--- src/rtl/multiplicity_trigger_pkg.sv ---
// Shared types and constants for the large-PMT multiplicity trigger.
// Latency: n/a (package). Backpressure: n/a.
package mt_pkg;

    typedef enum logic [1:0] {
        IDLE    = 2'd0,
        HOLDOFF = 2'd1,
        REARM   = 2'd2
    } state_t;

    localparam int ADC_WIDTH    = 24;
    localparam int HG_MSB       = 23;
    localparam int HG_LSB       = 12;
    localparam int SAMPLE_WIDTH = 12;
    localparam int NCHAN        = 3;
    localparam int POP_WIDTH    = $clog2(NCHAN + 1);

    // HG minus pedestal, clamped at zero so a low baseline never wraps high.
    function automatic logic [SAMPLE_WIDTH-1:0] ped_sub(
        input logic [SAMPLE_WIDTH-1:0] hg,
        input logic [SAMPLE_WIDTH-1:0] ped
    );
        logic signed [SAMPLE_WIDTH:0] d;
        d = $signed({1'b0, hg}) - $signed({1'b0, ped});
        return d[SAMPLE_WIDTH] ? '0 : d[SAMPLE_WIDTH-1:0];
    endfunction

    function automatic logic [POP_WIDTH-1:0] count_ones(input logic [NCHAN-1:0] v);
        logic [POP_WIDTH-1:0] n;
        n = '0;
        for (int i = 0; i < NCHAN; i++) begin
            n = n + POP_WIDTH'(v[i]);
        end
        return n;
    endfunction

endpackage

--- src/rtl/multiplicity_trigger_if.sv ---
// ADC/config/trigger bundle between the injector side and the trigger stage.
// Latency: n/a (wires only). Backpressure: none, free-running sample stream.
interface multiplicity_trigger_if #(
    parameter int MINW_BITS    = 4,
    parameter int HOLDOFF_BITS = 16,
    parameter int COUNT_BITS   = 32
);
    logic                                ENABLE;
    logic                                CLR_COUNT;
    logic [mt_pkg::ADC_WIDTH-1:0]        ADC0_IN;
    logic [mt_pkg::ADC_WIDTH-1:0]        ADC1_IN;
    logic [mt_pkg::ADC_WIDTH-1:0]        ADC2_IN;
    logic [mt_pkg::SAMPLE_WIDTH-1:0]     PEDESTAL;
    logic [mt_pkg::SAMPLE_WIDTH-1:0]     THRESHOLD;
    logic [1:0]                          MULTIPLICITY;
    logic [MINW_BITS-1:0]                MIN_WIDTH;
    logic [HOLDOFF_BITS-1:0]             HOLDOFF;
    logic                                TRIG;
    logic [mt_pkg::NCHAN-1:0]            TRIG_PATTERN;
    logic [COUNT_BITS-1:0]               TRIG_COUNT;

    modport master (
        output ENABLE, CLR_COUNT, ADC0_IN, ADC1_IN, ADC2_IN,
        output PEDESTAL, THRESHOLD, MULTIPLICITY, MIN_WIDTH, HOLDOFF,
        input  TRIG, TRIG_PATTERN, TRIG_COUNT
    );

    modport slave (
        input  ENABLE, CLR_COUNT, ADC0_IN, ADC1_IN, ADC2_IN,
        input  PEDESTAL, THRESHOLD, MULTIPLICITY, MIN_WIDTH, HOLDOFF,
        output TRIG, TRIG_PATTERN, TRIG_COUNT
    );
endinterface

--- src/rtl/multiplicity_trigger_chan_qual.sv ---
// Per-channel qualifier: pedestal subtract, strict threshold, saturating run-length counter.
// Latency: 2 registers from ADC word to QUAL. Backpressure: none.
module trig_chan_qual
    import mt_pkg::*;
#(
    parameter int MINW_BITS = 4
) (
    input  logic                    CLK,
    input  logic                    RST,
    input  logic [ADC_WIDTH-1:0]    ADC_IN,
    input  logic [SAMPLE_WIDTH-1:0] PEDESTAL,
    input  logic [SAMPLE_WIDTH-1:0] THRESHOLD,
    input  logic [MINW_BITS-1:0]    MIN_WIDTH,
    output logic                    QUAL
);
    localparam logic [MINW_BITS-1:0] CNT_MAX = '1;

    logic [SAMPLE_WIDTH-1:0] diff;
    logic [MINW_BITS-1:0]    cnt;
    logic [MINW_BITS-1:0]    min_eff;
    logic                    over;
    logic                    unused_lg;

    // Low-gain half of the word carries no trigger information.
    assign unused_lg = ^ADC_IN[HG_LSB-1:0];

    always_ff @(posedge CLK) begin
        if (RST) begin
            diff <= '0;
            cnt  <= '0;
        end else begin
            diff <= ped_sub(ADC_IN[HG_MSB:HG_LSB], PEDESTAL);
            if (!over) begin
                cnt <= '0;
            end else if (cnt != CNT_MAX) begin
                cnt <= cnt + 1'b1;
            end
        end
    end

    always_comb begin
        over    = diff > THRESHOLD;
        min_eff = (MIN_WIDTH == '0) ? MINW_BITS'(1) : MIN_WIDTH;
        QUAL    = cnt >= min_eff;
    end

endmodule

--- src/rtl/multiplicity_trigger.sv ---
// Multiplicity trigger: popcount of qualified channels, holdoff/re-arm FSM, trigger counter.
// Latency: TRIG one register after QUAL (MIN_WIDTH+2 edges from first sample). Backpressure: none.
module multiplicity_trigger
    import mt_pkg::*;
#(
    parameter int MINW_BITS    = 4,
    parameter int HOLDOFF_BITS = 16,
    parameter int COUNT_BITS   = 32
) (
    input  logic                    CLK,
    input  logic                    RST,
    multiplicity_trigger_if.slave   bus
);
    logic [ADC_WIDTH-1:0]    adc [NCHAN];
    logic [NCHAN-1:0]        qual;
    logic [POP_WIDTH-1:0]    n_qual;
    logic                    hit;

    state_t                  state_q, state_d;
    logic [HOLDOFF_BITS-1:0] hold_q, hold_d;
    logic                    trig_q, trig_d;
    logic [NCHAN-1:0]        pat_q, pat_d;
    logic [COUNT_BITS-1:0]   cnt_q, cnt_d;

    assign adc[0] = bus.ADC0_IN;
    assign adc[1] = bus.ADC1_IN;
    assign adc[2] = bus.ADC2_IN;

    for (genvar ch = 0; ch < NCHAN; ch++) begin : g_chan
        trig_chan_qual #(
            .MINW_BITS (MINW_BITS)
        ) u_qual (
            .CLK       (CLK),
            .RST       (RST),
            .ADC_IN    (adc[ch]),
            .PEDESTAL  (bus.PEDESTAL),
            .THRESHOLD (bus.THRESHOLD),
            .MIN_WIDTH (bus.MIN_WIDTH),
            .QUAL      (qual[ch])
        );
    end

    always_comb begin
        n_qual = count_ones(qual);
        hit    = (bus.MULTIPLICITY != 2'd0) && (n_qual >= POP_WIDTH'(bus.MULTIPLICITY));
    end

    always_ff @(posedge CLK) begin
        if (RST) begin
            state_q <= IDLE;
            hold_q  <= '0;
            trig_q  <= 1'b0;
            pat_q   <= '0;
            cnt_q   <= '0;
        end else begin
            state_q <= state_d;
            hold_q  <= hold_d;
            trig_q  <= trig_d;
            pat_q   <= pat_d;
            cnt_q   <= cnt_d;
        end
    end

    always_comb begin
        state_d = state_q;
        hold_d  = hold_q;
        trig_d  = 1'b0;
        pat_d   = pat_q;
        cnt_d   = cnt_q;

        if (!bus.ENABLE) begin
            state_d = IDLE;
        end else begin
            case (state_q)
                IDLE: begin
                    if (hit) begin
                        trig_d  = 1'b1;
                        pat_d   = qual;
                        cnt_d   = cnt_q + 1'b1;
                        hold_d  = bus.HOLDOFF;
                        state_d = HOLDOFF;
                    end
                end
                HOLDOFF: begin
                    if (hold_q == '0) begin
                        state_d = REARM;
                    end else begin
                        hold_d = hold_q - 1'b1;
                    end
                end
                // Wait for the pulse that fired us to drop before arming again.
                REARM: begin
                    if (!hit) begin
                        state_d = IDLE;
                    end
                end
                default: state_d = IDLE;
            endcase
        end

        if (bus.CLR_COUNT) begin
            cnt_d = '0;
        end
    end

    assign bus.TRIG         = trig_q;
    assign bus.TRIG_PATTERN = pat_q;
    assign bus.TRIG_COUNT   = cnt_q;

endmodule

--- src/flat_wrapper.sv ---
// flat-port wrapper written by rule: the top's interface ports become plain ports
module multiplicity_trigger_flat import mt_pkg::*;
#(
    parameter int MINW_BITS    = 4,
    parameter int HOLDOFF_BITS = 16,
    parameter int COUNT_BITS   = 32
)
  (CLK, RST, bus_ENABLE, bus_CLR_COUNT, bus_ADC0_IN, bus_ADC1_IN, bus_ADC2_IN, bus_PEDESTAL, bus_THRESHOLD, bus_MULTIPLICITY, bus_MIN_WIDTH, bus_HOLDOFF, bus_TRIG, bus_TRIG_PATTERN, bus_TRIG_COUNT);
  multiplicity_trigger_if #(.MINW_BITS(MINW_BITS), .HOLDOFF_BITS(HOLDOFF_BITS), .COUNT_BITS(COUNT_BITS)) bus_i ();
  input  logic CLK;
  input  logic RST;
  input wire logic [$bits(bus_i.ENABLE)-1:0] bus_ENABLE;
  input wire logic [$bits(bus_i.CLR_COUNT)-1:0] bus_CLR_COUNT;
  input wire logic [$bits(bus_i.ADC0_IN)-1:0] bus_ADC0_IN;
  input wire logic [$bits(bus_i.ADC1_IN)-1:0] bus_ADC1_IN;
  input wire logic [$bits(bus_i.ADC2_IN)-1:0] bus_ADC2_IN;
  input wire logic [$bits(bus_i.PEDESTAL)-1:0] bus_PEDESTAL;
  input wire logic [$bits(bus_i.THRESHOLD)-1:0] bus_THRESHOLD;
  input wire logic [$bits(bus_i.MULTIPLICITY)-1:0] bus_MULTIPLICITY;
  input wire logic [$bits(bus_i.MIN_WIDTH)-1:0] bus_MIN_WIDTH;
  input wire logic [$bits(bus_i.HOLDOFF)-1:0] bus_HOLDOFF;
  output wire logic [$bits(bus_i.TRIG)-1:0] bus_TRIG;
  output wire logic [$bits(bus_i.TRIG_PATTERN)-1:0] bus_TRIG_PATTERN;
  output wire logic [$bits(bus_i.TRIG_COUNT)-1:0] bus_TRIG_COUNT;
  assign bus_i.ENABLE = bus_ENABLE;
  assign bus_i.CLR_COUNT = bus_CLR_COUNT;
  assign bus_i.ADC0_IN = bus_ADC0_IN;
  assign bus_i.ADC1_IN = bus_ADC1_IN;
  assign bus_i.ADC2_IN = bus_ADC2_IN;
  assign bus_i.PEDESTAL = bus_PEDESTAL;
  assign bus_i.THRESHOLD = bus_THRESHOLD;
  assign bus_i.MULTIPLICITY = bus_MULTIPLICITY;
  assign bus_i.MIN_WIDTH = bus_MIN_WIDTH;
  assign bus_i.HOLDOFF = bus_HOLDOFF;
  assign bus_TRIG = bus_i.TRIG;
  assign bus_TRIG_PATTERN = bus_i.TRIG_PATTERN;
  assign bus_TRIG_COUNT = bus_i.TRIG_COUNT;
  multiplicity_trigger #(.MINW_BITS(MINW_BITS), .HOLDOFF_BITS(HOLDOFF_BITS), .COUNT_BITS(COUNT_BITS)) u_core (.CLK(CLK), .RST(RST), .bus(bus_i));
endmodule
--- config.mk ---
export PLATFORM = sky130hd
export DESIGN_NAME = multiplicity_trigger_flat
export DESIGN_NICKNAME = d
export VERILOG_FILES = /design/src/rtl/multiplicity_trigger_pkg.sv /design/src/rtl/multiplicity_trigger_if.sv /design/src/rtl/multiplicity_trigger_chan_qual.sv /design/src/rtl/multiplicity_trigger.sv /design/src/flat_wrapper.sv
export SDC_FILE = /design/constraint.sdc
export NUM_CORES = 1
export LEC_CHECK = 0
export CAP_MARGIN = 40
export CORE_ASPECT_RATIO = 0.75
export CORE_MARGIN = 1.5
export CORE_UTILIZATION = 30
export CTS_CLUSTER_SIZE = 12
export DETAILED_ROUTE_END_ITERATION = 10
export HOLD_SLACK_MARGIN = 0.1
export PLACE_DENSITY = 0.55
export SLEW_MARGIN = 10
export SYNTH_ARGS = -nofsm -noshare
export SYNTH_HDL_FRONTEND = slang
export SYNTH_SLANG_ARGS = --single-unit
export TNS_END_PERCENT = 20
--- constraint.sdc ---
create_clock -name CLK -period 9.25 [get_ports CLK]
set_clock_uncertainty 0.1 [all_clocks]
set_input_delay 1.85 -clock CLK [delete_from_list [all_inputs] [get_ports CLK]]
set_output_delay 1.85 -clock CLK [all_outputs]
set_load 0.005 [all_outputs]
==> results of run 1 <==
## path summary, 6_finish.rpt
path                                     to  slack, ps  depth (start not counted)
setup / recovery  u_core.bus.TRIG_COUNT[20]       3070                         16
hold reg to reg           u_core.hold_q[14]        380                          2
setup reg to reg  u_core.bus.TRIG_COUNT[20]       4960                         14
hold / removal            u_core.hold_q[14]        380                          2
## critical path, cell delays in order
cell             delay (ps)
clkdlybuf4s50_1         490
inv_1                   100
a31o_2                  290
ha_1                    260
nand2b_1                140
a21o_1                  170
a21o_1                  180
a21o_1                  190
fa_1                    530
inv_1                    40
ha_1                    250
nand2b_1                110
a21o_1                  270
nand4b_1                630
or4_1                   710
a21oi_1                 150
## metrics by stage
step,std cells,cell area [um^2],setup WS [ps],util,hold slack (ps)
final,1325,9170,3070,0.383,377
after global routing,1325,9170,2700,0.383,413
after CTS,1325,9170,3070,0.383,378
after detailed placement,1309,8890,2690,0.371,366
after global placement,1303,8840,2690,0.369,360
after floorplan,878,7320,3730,-,348
## metal layers
layer | track usage | wire, um
met1 | 0.249 | 11100
met2 | 0.227 | 8090
met3 | 0.0285 | 947
met4 | 0.0375 | 208
met5 | 0 | 0
## cells by family after synthesis
logic type | count (synthesis) | share of synthesized area
simple gates | 308 | 0.226
compound gates | 261 | 0.248
flops | 102 | 0.279
fa+ha+maj | 95 | 0.167
buf+inv | 85 | 0.0463
xor+xnor | 19 | 0.0227
mux | 8 | 0.0111
## registers in the layout (all words and copies together) (netlist names)
register / count
u_core.g_chan.u_qual.cnt: 12
u_core.bus.TRIG: 1
u_core.state_q: 2
u_core.bus.TRIG_COUNT: 32
u_core.g_chan.u_qual.diff: 36
u_core.hold_q: 16
u_core.bus.TRIG_PATTERN: 3
## power groups by stage
stage	clock [W]	sequential, W	combinational (W)
5_1_grt	0.000403	0.000472	0.000345
3_3_place_gp	0	0.000480	0.000302
2_1_floorplan	0	0.000476	0.000209
6_report	0.000373	0.000470	0.000308
3_5_place_dp	0	0.000480	0.000306
4_1_cts	0.000384	0.000470	0.000308
## cell usage in the layout (no fill, tap or decap), drive strengths merged, types with 5 or more instances in the layout
master | synthesis | layout
clkdlybuf4s50 | 0 | 121
dfxtp | 102 | 102
ha | 91 | 91
nor2 | 73 | 73
a21oi | 59 | 59
inv | 54 | 56
nand2 | 47 | 47
nor3 | 39 | 39
o31ai | 35 | 35
a21o | 32 | 32
o21ai | 28 | 28
nand3 | 25 | 25
nand4 | 21 | 21
o21a | 19 | 19
or4 | 17 | 17
xnor2 | 16 | 16
a31oi | 15 | 15
and3 | 15 | 15
nor2b | 11 | 11
nor4 | 11 | 11
nor3b | 10 | 10
a211oi | 10 | 10
buf | 5 | 10
clkbuf | 26 | 9
or3 | 8 | 8
mux2i | 7 | 7
o211ai | 7 | 7
nand3b | 7 | 7
o311ai | 7 | 7
nand2b | 6 | 6
nor4b | 5 | 5
## cell type report
type / count / share of cell area
Multi-Input combinational cell: 691 / 0.538
Timing Repair Buffer: 131 / 0.141
Clock buffer: 9 / 0.0246
Tap cell: 331 / 0.0452
Inverter: 54 / 0.0221
Clock inverter: 7 / 0.00641
Sequential cell: 102 / 0.223
==> impl_metrics.ini, run 1 <==
[timing]
tightest_slew_ps = 844
period_share = 0.668
rsz0062_at_grt = no
max_slew_margin = 0.434
maxSlewViolCount = 0
max_freq_mhz = 162
period_minus_slack_ps = 6180
setup_viol = 0
finalHoldViolations = 0
fin_setup_tns_ps = 0

[route]
wire_per_inst_um = 15.4
vias = 6877
viasPerCell = 5.19
postRouteAntennaNets = 0
drc_errors = 0
first_iter_violations = 367
drt-pass1-iter-count = 5
wirelength_um = 20400

[worst_setup_path]
r2r_start = u_core.g_chan[2].u_qual.cnt[0]
startpoint_type = input port
worst-path-max-fanout = 20
arrival_ps = 6380
startpoint = bus_MIN_WIDTH[3]
critical_path_class = in -> reg
crit_required_ps = 9450
critPathCaptureType = flip-flop

[floorplanning]
ioPinCount = 158
die_w_um = 183
dieHeight_um = 138
dieArea_um2 = 25300
coreArea_um2 = 24000
fp-row-count = 49
initial_core_util = 0.305

[synth]
synth_commonest_cells = dfxtp_1, ha_1, nor2_1, a21oi_1, inv_1
ys_seq_area_frac = 0.279
synth_area_um2 = 7320
synthArstFlopShare = 0
yosysMostFrequentCell = dfxtp_1
ys.flop_type = dfxtp_1
synthDistinctLibCells = 69
ys_ff_latch = 102
ys.warnings.count = 0
synth_edf_count = 0
synth_nets = 1095
yosys.area.top_type = dfxtp_1
syn_area_per_cell_um2 = 8.33
synth_top_area_share = 0.279
yosys-top-cells-area = dfxtp_1, ha_1, a21oi_1
synth_cells = 878

[power]
p_leak_nw = 3.74
clkPwrFrac = 0.324
p_int_w = 0.000783
p_total_w = 0.00115
netSwitchingFraction = 0.319
power_switching_w = 0.000367
peakVddDrop_uv = 108
powerDensity_nw_per_um2 = 125
comb_power_share = 0.268
seqPwrFrac = 0.408

[clock_tree]
cts.reportedPaths.clkPinSlew_ps = 80
ctsHtreeMaxLevel = 3
cts_tree = yes
insertion_delay_ps = 370
cts-root-buf = clkbuf_16
cts_hold_buf = 0
cts_max_path_buffers = 2
numCtsBuffers = 9
cts_resized = 0
post_cts_buffers = 0
clock_sinks = 102

[global_route]
grt_overflow = 0
grt_max_degree = 32
grt.total_usage = 0.161
antenna_found_initial = 0
grt_pass1_vias = 6254
grt_pass1_wl_um = 32800

[final_layout]
nets = 1206
antenna_cells = 0
syn2layout_area_growth_pct = 25.3
drive_above_1_share = 0.0412
regArea_um2 = 2040
n_fill_cell = 2512
multi_input_area_um2 = 4940

[flow_run]
maxCapViolations = 0

[min_path]
min_path_type = reg -> reg
holdCritStartpoint = u_core.hold_q[14]

[run_status]
outcome = completed

[place]
numPortBuffers = 121
dp_hpwl_um = 16100
gp_congestion = 0.825
Note: power is estimated with default switching activity, not from simulation.
==> run 2, diff against run 1 <==
- PLACE_DENSITY: 0.55 -> 0.57
- clock period: 9.25 -> 5.2 ns (I/O delays scaled with it)
==> run 2 against run 1 <==
Against the previous run: worst setup slack lost 2600 ps; largest cell class unchanged; count of clock-buffer cells in the layout is the same; utilization up 0.58 points; via count grew 0.10%; largest power group unchanged; die area is the same; hold slack about the same; routed wire length decreased by 1.6%; clock power rose by 78%; critical path depth increased by 1; highest routed layer unchanged; sequential power is 78% higher; sequential share of layout area down 0.33 points.
==> impl_metrics.ini, run 2 (synthesized netlist as in run 1, its figures left out) <==
[place]
numPortBuffers = 121
place_ws_ps = 35.4
gp_congestion = 0.816
dp_hpwl_um = 16000

[timing]
rsz0062_at_grt = no
period_minus_slack_ps = 4760
setup_slack_ps = 440
maxSlewViolCount = 0
max_slew_margin = 0.458
period_share = 0.915
setup_viol = 0
max_freq_mhz = 210
tightest_slew_ps = 808
fin_hold_ws_ps = 377
fin_setup_tns_ps = 0
finalHoldViolations = 0

[floorplanning]
dieArea_um2 = 25300
initial_core_util = 0.305
die_w_um = 183
ioPinCount = 158
coreArea_um2 = 24000
fp-row-count = 49
dieHeight_um = 138

[clock_tree]
cts_resized = 0
numCtsBuffers = 9
ctsHtreeMaxLevel = 3
cts-root-buf = clkbuf_16
cts.reportedPaths.clkPinSlew_ps = 90
cts_hold_buf = 0
insertion_delay_ps = 360
cts_tree = yes
clock_sinks = 102
cts_max_path_buffers = 2
post_cts_buffers = 0

[worst_setup_path]
timing.critical_path.mode_cell = a21o_1
startpoint_type = input port
arrival_ps = 4950
critical_path_class = in -> reg
path_cells = clkdlybuf4s50_1 -> inv_1 -> a31o_2 -> ha_1 -> nand2b_1 -> a21o_1 -> a21o_1 -> a21o_1 -> fa_1 -> inv_1 -> ha_1 -> nand2b_1 -> a21o_1 -> nand4b_1 -> buf_12 -> or4_1 -> a21oi_1
worst-path-max-fanout = 20
cpPeakStageDelay_ps = 540
crit_slowest_cell = fa_1
critPathCaptureType = flip-flop
crit_required_ps = 5390

[final_layout]
antenna_cells = 0
largest_register = u_core.g_chan.u_qual.diff
mostFrequentLayoutCells = clkdlybuf4s50_1, dfxtp_1, ha_1, nor2_1, a21oi_1
drive_above_1_share = 0.0537
nets = 1218
largest_reg_flops = 36
final_common_cell = clkdlybuf4s50_1
syn2layout_area_growth_pct = 27.2

[route]
first_iter_violations = 389
viasPerCell = 5.15
drt-pass1-iter-count = 5
vias = 6884
wire_per_inst_um = 15.0
wirelength_um = 20000
postRouteAntennaNets = 0
drc_errors = 0

[global_route]
grt_pass1_vias = 6234
grt_overflow = 0
grt_busiest_layer = met1
antenna_found_initial = 0
grtUsageMet2 = 0.225
grt_pass1_wl_um = 32100
use_met3 = 0.0277
grt_use_met1 = 0.242
grt.total_usage = 0.157
grt_max_degree = 32

[power]
powerDensity_nw_per_um2 = 221
p_leak_nw = 3.83
peakVddDrop_uv = 201

[min_path]
min_path_type = reg -> reg

[run_status]
outcome = completed

[flow_run]
maxCapViolations = 0
run 2: routing by layer:
| layer | vias to the layer above | share of wire |
|---|---|---|
| met5 | - | 0 |
| met4 | 0 | 0.0095 |
| met3 | 9 | 0.044 |
| met2 | 151 | 0.40 |
| met1 | 3146 | 0.54 |
| li1 | 3578 | - |
run 2: critical path: cells and delay by family:
family,cells,cell delay (ps)
buffers and inverters,4,800
adders and majority gates,3,1060
AOI/OAI and AO/OA,6,1140
and+or+nand+nor,4,910
run 2: final timing paths:
check | from | endpoint | slack, ps | cells after the start
max | bus_MIN_WIDTH[2] | u_core.bus.TRIG_COUNT[20] | 440 | 17
max reg2reg | u_core.g_chan[2].u_qual.cnt[0] | u_core.bus.TRIG_COUNT[20] | 1480 | 15
min reg2reg | u_core.hold_q[14] | u_core.hold_q[14] | 380 | 2
min | u_core.hold_q[14] | u_core.hold_q[14] | 380 | 2
run 2: layout make-up:
type,instances,area (um^2)
clock buffer,9,225
clock inverter,7,63.8
fill,2457,14700
inverter,54,203
multi-input combinational,691,4940
sequential,102,2040
tap,331,414
timing repair buffer,143,1430
run 2: where the power goes:
group          switching [W]  leakage (nW)  total, W  internal (W)
registers          0.0000220         0.827  0.000836      0.000814
logic               0.000300          2.86  0.000557      0.000258
clock network       0.000327         0.143  0.000663      0.000336
run 2: stage by stage:
stage | utilization | std cells | cell area (um^2) | total power (W)
final | 0.388 | 1337 | 9310 | 0.00206
after floorplan | - | 878 | 7320 | 0.00122
after global routing | 0.388 | 1337 | 9310 | 0.00218
after global placement | 0.374 | 1316 | 8960 | 0.00140
after CTS | 0.388 | 1337 | 9310 | 0.00208
after detailed placement | 0.376 | 1321 | 9020 | 0.00141
==> run 3, diff against run 2 <==
- CTS_CLUSTER_SIZE: 12 -> unset
- DONT_BUFFER_PORTS: unset -> 1
- PLACE_DENSITY: 0.57 -> 0.48
==> run 3 against run 2 <==
Against the previous run: first-iteration DRC count fell by 4.6%; sequential power is essentially flat; flip-flop and latch count is the same; final cell count is 9.9% lower; combinational power shrank 16%; hold slack better by 8.2 ps; via count fell by 6.1%; routed wire length is 1.5% higher; sequential share of layout area up 3.7 points; critical path type unchanged; critical endpoint is now u_core.hold_q[6].
==> impl_metrics.ini, run 3 (synthesized netlist as in run 1, its figures left out) <==
[place]
place_ws_ps = 213
numPortBuffers = 0
placedInstanceArea_um2 = 7680
dp_hpwl_um = 16000
gp_congestion = 0.809

[route]
wirelength_um = 20300
vias = 6462
wire_per_inst_um = 16.9
viasPerCell = 5.37
drc_errors = 0
drt-pass1-iter-count = 5
postRouteAntennaNets = 0
first_iter_violations = 371

[clock_tree]
cts_hold_buf = 0
clock_sinks = 102
cts_max_path_buffers = 2
cts_resized = 0
cts_tree = yes
insertion_delay_ps = 360
cts-root-buf = clkbuf_16
cts.reportedPaths.clkPinSlew_ps = 80
numCtsBuffers = 9
post_cts_buffers = 0
ctsHtreeMaxLevel = 3

[global_route]
grt_overflow = 0
grt_pass1_wl_um = 32900
grt_pass1_vias = 6064
grt_max_degree = 32
antenna_found_initial = 0
grt.total_usage = 0.163

[timing]
setup_viol = 0
fin_setup_tns_ps = 0
setup_slack_ps = 607
max_slew_margin = 0.404
maxSlewViolCount = 0
finalHoldViolations = 0
rsz0062_at_grt = no
tightest_slew_ps = 892
period_share = 0.883
max_freq_mhz = 218
period_minus_slack_ps = 4590

[worst_setup_path]
path_delay_family = compound AO/OA/AOI/OAI gates
startpoint_type = input port
path_cells = inv_1 -> a31o_2 -> ha_1 -> nand2b_1 -> a21o_1 -> a21o_1 -> a21o_1 -> fa_1 -> inv_1 -> ha_1 -> nand2b_1 -> a21oi_1 -> a21boi_1 -> nand2_4 -> o32ai_1
arrival_ps = 4770
timing.critical_path.mode_cell = a21o_1
critical_path_class = in -> reg
cpPeakStageDelay_ps = 760
crit_required_ps = 5370
crit_slowest_cell = a21boi_1
r2r_setup_slack_ps = 1150
worst-path-max-fanout = 10
critPathCaptureType = flip-flop
cp_num_buf_inv = 2

[final_layout]
nets = 1085
drive_above_1_share = 0.0481
fin_area_um2 = 7970
largest_register = u_core.g_chan.u_qual.diff
antenna_cells = 0
syn2layout_area_growth_pct = 8.94
final_common_cell = dfxtp_1
mostFrequentLayoutCells = dfxtp_1, ha_1, nor2_1, a21oi_1, inv_1
largest_reg_flops = 36

[power]
p_total_w = 0.00199
p_leak_nw = 3.30
peakVddDrop_uv = 170
powerDensity_nw_per_um2 = 250

[min_path]
min_path_type = reg -> reg

[flow_run]
maxCapViolations = 0

[floorplanning]
dieHeight_um = 138
fp-row-count = 49
die_w_um = 183
ioPinCount = 158
dieArea_um2 = 25300
coreArea_um2 = 24000
initial_core_util = 0.305

[run_status]
outcome = completed
## run 3: through the flow
stage	utilization	hold WS, ps	cells
floorplan	-	348	878
global placement	0.318	359	1183
detailed placement	0.320	370	1188
CTS	0.333	380	1204
global route	0.333	403	1204
finish	0.333	385	1204
## run 3: worst register-to-register path, stage by stage (launching register included)
cell,delay [ps]
dfxtp_1,380
inv_1,90
ha_1,290
nand2b_1,140
a21o_1,170
a21o_1,180
a21o_1,190
fa_1,530
inv_1,40
ha_1,250
nand2b_1,110
a21oi_1,170
a21boi_1,760
nand2_4,250
o32ai_1,310
## run 3: where the power goes
group / internal, W / switching, W / total [W]
sequential: 0.000814 / 0.0000219 / 0.000836
combinational: 0.000189 / 0.000280 / 0.000469
clock: 0.000346 / 0.000339 / 0.000685
total: 0.00135 / 0.000641 / 0.00199
## run 3: cell type report
cell class,instances,area [um^2]
clock buffers,10,239
repair buffers,10,86.3
fillers,2492,16000
clock inverters,6,51.3
inverters,54,203
multi-input cells,691,4940
well taps,331,414
flip-flops and latches,102,2040
## run 3: layer usage
metal / up-vias / part of all wire / track usage
li1: 3308 / - / -
met1: 2994 / 0.54 / 0.250
met2: 149 / 0.39 / 0.218
met3: 11 / 0.067 / 0.0506
met4: 0 / 0.011 / 0.0367
met5: - / 0 / 0
## run 3: worst paths after layout
kind | startpoint | to | cells after the start
worst max-delay path | bus_MIN_WIDTH[3] | u_core.hold_q[6] | 15
worst min-delay path | u_core.hold_q[14] | u_core.hold_q[14] | 2
worst max register to register | u_core.g_chan[2].u_qual.cnt[0] | u_core.hold_q[6] | 14
worst min register to register | u_core.hold_q[14] | u_core.hold_q[14] | 2
